$ cat src/rtl/fir_pkg.sv
// fir_pkg: shared widths, types and default coefficients for the FIR datapath
package fir_pkg;
  localparam int DIN_W = 18;
  localparam int COEF_W = 18;
  localparam int PROD_W = 36;
  localparam int DOUT_W = 54;
  localparam int NTAPS_DEFAULT = 8;
  typedef logic signed [DIN_W-1:0] sample_t;
  typedef logic signed [COEF_W-1:0] coef_t;
  typedef logic signed [DOUT_W-1:0] acc_t;
  localparam coef_t COEFFS_DEFAULT [NTAPS_DEFAULT] = '{
    18'sd1, 18'sd2, 18'sd3, 18'sd4, 18'sd4, 18'sd3, 18'sd2, 18'sd1
  };
endpackage

$ cat src/rtl/fir_tap.sv
// fir_tap: one delay-line stage followed by a registered constant multiply
module fir_tap
  import fir_pkg::*;
#(
  parameter int DIN_W = fir_pkg::DIN_W,
  parameter int COEF_W = fir_pkg::COEF_W,
  parameter int PROD_W = fir_pkg::PROD_W,
  parameter logic signed [COEF_W-1:0] COEF = '0
) (
  input  logic                     clk,
  input  logic                     rst,
  input  logic                     ena,
  input  logic signed [DIN_W-1:0]  x_i,
  output logic signed [DIN_W-1:0]  x_o,
  output logic signed [PROD_W-1:0] p_o
);
  logic signed [DIN_W-1:0] x_q, x_d;
  logic signed [PROD_W-1:0] p_q, p_d;
  // Both operands widened to the full product width so the multiply is exact and signed
  always_comb begin
    x_d = x_i;
    p_d = PROD_W'(x_q) * PROD_W'(COEF);
  end
  // Delay register feeds the product register; the whole tap stalls when ena is low
  always_ff @(posedge clk) begin
    if (rst) begin
      x_q <= '0;
      p_q <= '0;
    end else if (ena) begin
      x_q <= x_d;
      p_q <= p_d;
    end
  end
  assign x_o = x_q;
  assign p_o = p_q;
endmodule

$ cat src/rtl/fir_filter_top.sv
// fir_filter_top: pipelined direct-form FIR (delay, multiply, sum-and-register)
module fir_filter_top
  import fir_pkg::*;
#(
  parameter int NTAPS = NTAPS_DEFAULT,
  parameter int DIN_W = fir_pkg::DIN_W,
  parameter int COEF_W = fir_pkg::COEF_W,
  parameter int DOUT_W = fir_pkg::DOUT_W,
  parameter coef_t COEFFS [NTAPS] = COEFFS_DEFAULT
) (
  input  logic                     clk,
  input  logic                     rst,
  input  logic                     ena,
  input  logic signed [DIN_W-1:0]  x_in,
  output logic signed [DOUT_W-1:0] dout
);
  localparam int PROD_W = DIN_W + COEF_W;
  logic signed [DIN_W-1:0] xs [NTAPS+1];
  logic signed [PROD_W-1:0] p [NTAPS];
  logic signed [DOUT_W-1:0] dout_q, dout_d;
  logic unused_tail;
  assign xs[0] = x_in;
  assign unused_tail = ^xs[NTAPS];
  for (genvar k = 0; k < NTAPS; k++) begin : g_tap
    fir_tap #(
      .DIN_W(DIN_W),
      .COEF_W(COEF_W),
      .PROD_W(PROD_W),
      .COEF(COEFFS[k])
    ) u_tap (
      .clk(clk),
      .rst(rst),
      .ena(ena),
      .x_i(xs[k]),
      .x_o(xs[k+1]),
      .p_o(p[k])
    );
  end
  // Linear adder chain; products are sign-extended to the accumulator width first
  always_comb begin
    dout_d = '0;
    for (int k = 0; k < NTAPS; k++)
      dout_d = dout_d + {{(DOUT_W-PROD_W){p[k][PROD_W-1]}}, p[k]};
  end
  // Output register, held while the pipeline is stalled
  always_ff @(posedge clk) begin
    if (rst) dout_q <= '0;
    else if (ena) dout_q <= dout_d;
  end
  assign dout = dout_q;
endmodule

$ cat config.mk
export PLATFORM = sky130hd
export DESIGN_NAME = fir_filter_top
export DESIGN_NICKNAME = d
export VERILOG_FILES = /design/src/rtl/fir_pkg.sv /design/src/rtl/fir_tap.sv /design/src/rtl/fir_filter_top.sv
export SDC_FILE = /design/constraint.sdc
export NUM_CORES = 1
export LEC_CHECK = 0
export ABC_AREA = 1
export ABC_CLOCK_PERIOD_IN_PS = 4700
export CORE_ASPECT_RATIO = 1.4
export CORE_MARGIN = 2
export CORE_UTILIZATION = 50
export CTS_BUF_LIST = sky130_fd_sc_hd__clkbuf_2
export DETAILED_ROUTE_END_ITERATION = 6
export PLACE_DENSITY = 0.77
export SYNTH_ARGS = -nofsm -noshare
export SYNTH_HDL_FRONTEND = slang
export SYNTH_SLANG_ARGS = --single-unit
$ cat constraint.sdc
create_clock -name clk -period 4.7 [get_ports clk]
set_input_delay 0.94 -clock clk [delete_from_list [all_inputs] [get_ports clk]]
set_output_delay 0.94 -clock clk [all_outputs]
set_load 0.005 [all_outputs]
==> impl_metrics.json <==
{
  "worstSetupPathType": "register to register",
  "multi_input_area_sq_um": 8660,
  "slowest_delay_ns": 0.59,
  "ff_latch_area_sq_um": 4580,
  "min_period_over_period": 0.943,
  "fin_area_sq_um": 16800,
  "rsz0062_at_grt": "no",
  "p_leak_nw": 8.47,
  "area_growth_pct": 9.04,
  "synth_nets": 2300,
  "ir_drop_mv": 0.328,
  "status": "finished, final reports clean",
  "slowest_stage": "fa_1",
  "num_rows": 76,
  "routabilityCongestion": 0.892,
  "dp_hpwl_microns": 27800,
  "dp_slack_ns": 0.322,
  "grt_use_met1": 0.281,
  "startpoint_type": "register",
  "synth_cells": 2061,
  "dr_total_vias": 12800,
  "die_w_microns": 153,
  "synth_top_area_cell": "dfxtp_1",
  "tns_ns": 0,
  "clkTransAtPathRegs_ns": 0.12,
  "core_sq_um": 30600,
  "first_pass_iters": 7,
  "ios": 75,
  "first_iter_violations": 676,
  "synth_area_sq_um": 15400,
  "initial_utilization": 0.504,
  "root_buffer": "clkbuf_2",
  "cp-end-kind": "register",
  "ctsResizeCount": 0,
  "arrival_ns": 5.26,
  "clock_latency_ns": 0.94,
  "hold_viol_final": 0,
  "fill_cells": 2892,
  "ant_nets": 0,
  "p_per_area_nw_per_um2": 440,
  "synth_top_area_share": 0.297,
  "max_freq_mhz": 226,
  "cp_data_required_time_ns": 5.53,
  "die_area_sq_um": 32300,
  "nets": 2344,
  "met2_usage": 0.436,
  "grt_usage": 0.238,
  "avgSynthCellArea_sq_um": 7.49,
  "grt_max_degree": 207,
  "drt_wl_total_microns": 37200,
  "grt_pass1_wl_microns": 62900,
  "cts_setup_buffers": 0,
  "cts_tree": "done",
  "top_usage_layer": "met2",
  "grt_pass1_vias": 13200,
  "ys_ff_latch": 229,
  "die_h_microns": 212,
  "fin_skew_ns": 0.0513,
  "vias_per_cell": 5.04,
  "drc": 0,
  "cts.sinks": 229,
  "cts_made_buffers": 58,
  "whs_ns": 0.460,
  "yosys_warnings": 0,
  "synthTopCellsByArea": "dfxtp_1 (30%), fa_1 (16%), inv_1 (11%), nand2_1 (9.7%), ha_1 (7.4%)",
  "fin_ws_ns": 0.267,
  "io_buffers": 74,
  "cts_buffer_depth": 3,
  "period_needed_ns": 4.43,
  "worstMarginPinSlew_ns": 1.05,
  "antenna_found_initial": 1,
  "maxCapViolCount": 0,
  "placed_area_sq_um": 16300,
  "post_drt_wl_per_cell_microns": 14.6,
  "worst-path-max-fanout": 6,
  "maxSlewViolCount": 0,
  "overflow": 0,
  "htreeDepth": 2,
  "ys_seq_area_frac": 0.297,
  "setup_violations": 0,
  "grt_use_met3": 0.0350,
  "cp_cell_sequence": "inv_1 -> fa_1 -> inv_1 -> fa_1 -> fa_1 -> inv_1 -> fa_1 -> inv_1 -> ha_1 -> nand2_1 -> nand3_1 -> nand2_1 -> nand2_1 -> nand2_1 -> a21o_1 -> nand3_1 -> nand2_1 -> inv_1",
  "hold_buffers": 0,
  "min_path_type": "register to register",
  "relSlewSlack": 0.298,
  "drive_gt1_frac": 0.0521,
  "synth_cell_types": 33
}
-- path summary, 6_finish.rpt --
path	end	from	slack (ns)	cells past startpoint
hold reg to reg	g_tap[6].u_tap.p_o[16]	g_tap[6].u_tap.x_o[15]	0.46	2
setup reg to reg	dout[14]	g_tap[2].u_tap.x_o[4]	0.27	18
hold / removal	g_tap[6].u_tap.p_o[16]	g_tap[6].u_tap.x_o[15]	0.46	2
setup / recovery	dout[14]	g_tap[2].u_tap.x_o[4]	0.27	18
-- state kept, by name, indices dropped and copies added (netlist names) --
| name | count |
|---|---|
| dout | 27 |
| g_tap.u_tap.p_o | 114 |
| g_tap.u_tap.x_o | 88 |
-- area by class of cell --
cell class | count | share of cell area
repair buffers | 86 | 0.0504
multi-input cells | 1283 | 0.514
diodes | 1 | 0.000149
well taps | 390 | 0.0290
inverters | 447 | 0.100
clock inverters | 29 | 0.0114
flip-flops and latches | 229 | 0.272
clock buffers | 76 | 0.0226
-- layer usage --
layer / vias up / routed length (microns)
met5: - / 0
met1: 5981 / 15600
met3: 91 / 1490
met4: 0 / 1300
met2: 278 / 18800
li1: 6450 / -
-- logic make-up (layout without fill, tap and decap cells) --
group                    count (synthesis)  after routing  share of synthesized area
other                                    0              1                          0
buffers and inverters                  549            638                      0.142
XOR/XNOR                                18             18                     0.0102
adder cells (fa/ha/maj)                218            218                      0.238
AND/OR/NAND/NOR                        739            739                      0.190
AO/OA/AOI/OAI                          308            308                      0.122
flip-flops                             229            229                      0.297
-- cells in the final DEF, fill, tap and decap left out, drive strengths merged --
cell type / count
inv: 447
nand2: 404
nor2: 245
dfxtp: 229
a21oi: 133
fa: 127
a211oi: 122
ha: 91
clkbuf: 77
clkdlybuf4s50: 72
nand3: 70
o21ai: 46
clkinv: 26
xor2: 15
buf: 13
nand4: 6
nand3b: 4
nor4: 4
nor3: 3
xnor2: 3
bufinv: 3
or2: 3
a21o: 2
o21bai: 2
o31ai: 2
diode: 1
a31o: 1
-- worst max-delay path: cells and delay by family (launching register included) --
family          cells  cell delay, ns
flops               1            0.43
buf+inv             5            0.31
simple gates        7            0.97
compound gates      1            0.11
fa+ha+maj           5            2.53
-- per-stage QoR --
| stage | total power [mW] | instances | utilization |
|---|---|---|---|
| after floorplan | 4.81 | 2061 | - |
| after detailed placement | 5.95 | 2435 | 0.531 |
| final | 7.40 | 2541 | 0.550 |
| after global placement | 5.93 | 2435 | 0.531 |
| after global routing | 8.09 | 2541 | 0.550 |
| after CTS | 7.49 | 2540 | 0.550 |
-- report_power, final --
part,switching [mW],internal [mW]
logic,2.26,1.40
clock network,0.871,0.614
registers,0.132,2.13
total,3.26,4.14
-- Yosys cell counts --
| master | count |
|---|---|
| a211oi_1 | 122 |
| a21o_1 | 2 |
| a21oi_1 | 133 |
| a31o_2 | 1 |
| buf_1 | 5 |
| buf_2 | 22 |
| buf_4 | 27 |
| clkbuf_1 | 47 |
| clkbuf_8 | 1 |
| dfxtp_1 | 229 |
| fa_1 | 127 |
| ha_1 | 91 |
| inv_1 | 446 |
| inv_2 | 1 |
| nand2_1 | 399 |
| nand2_2 | 5 |
| nand3_1 | 69 |
| nand3_2 | 1 |
| nand3b_1 | 4 |
| nand4_1 | 6 |
| nor2_1 | 242 |
| nor2_2 | 3 |
| nor3_1 | 3 |
| nor4_1 | 4 |
| o21ai_0 | 41 |
| o21ai_1 | 2 |
| o21ai_2 | 3 |
| o21bai_1 | 2 |
| o31ai_1 | 2 |
| or2_1 | 2 |
| or2_4 | 1 |
| xnor2_1 | 3 |
| xor2_1 | 15 |
No activity file was read; power rests on OpenSTA's default activity.
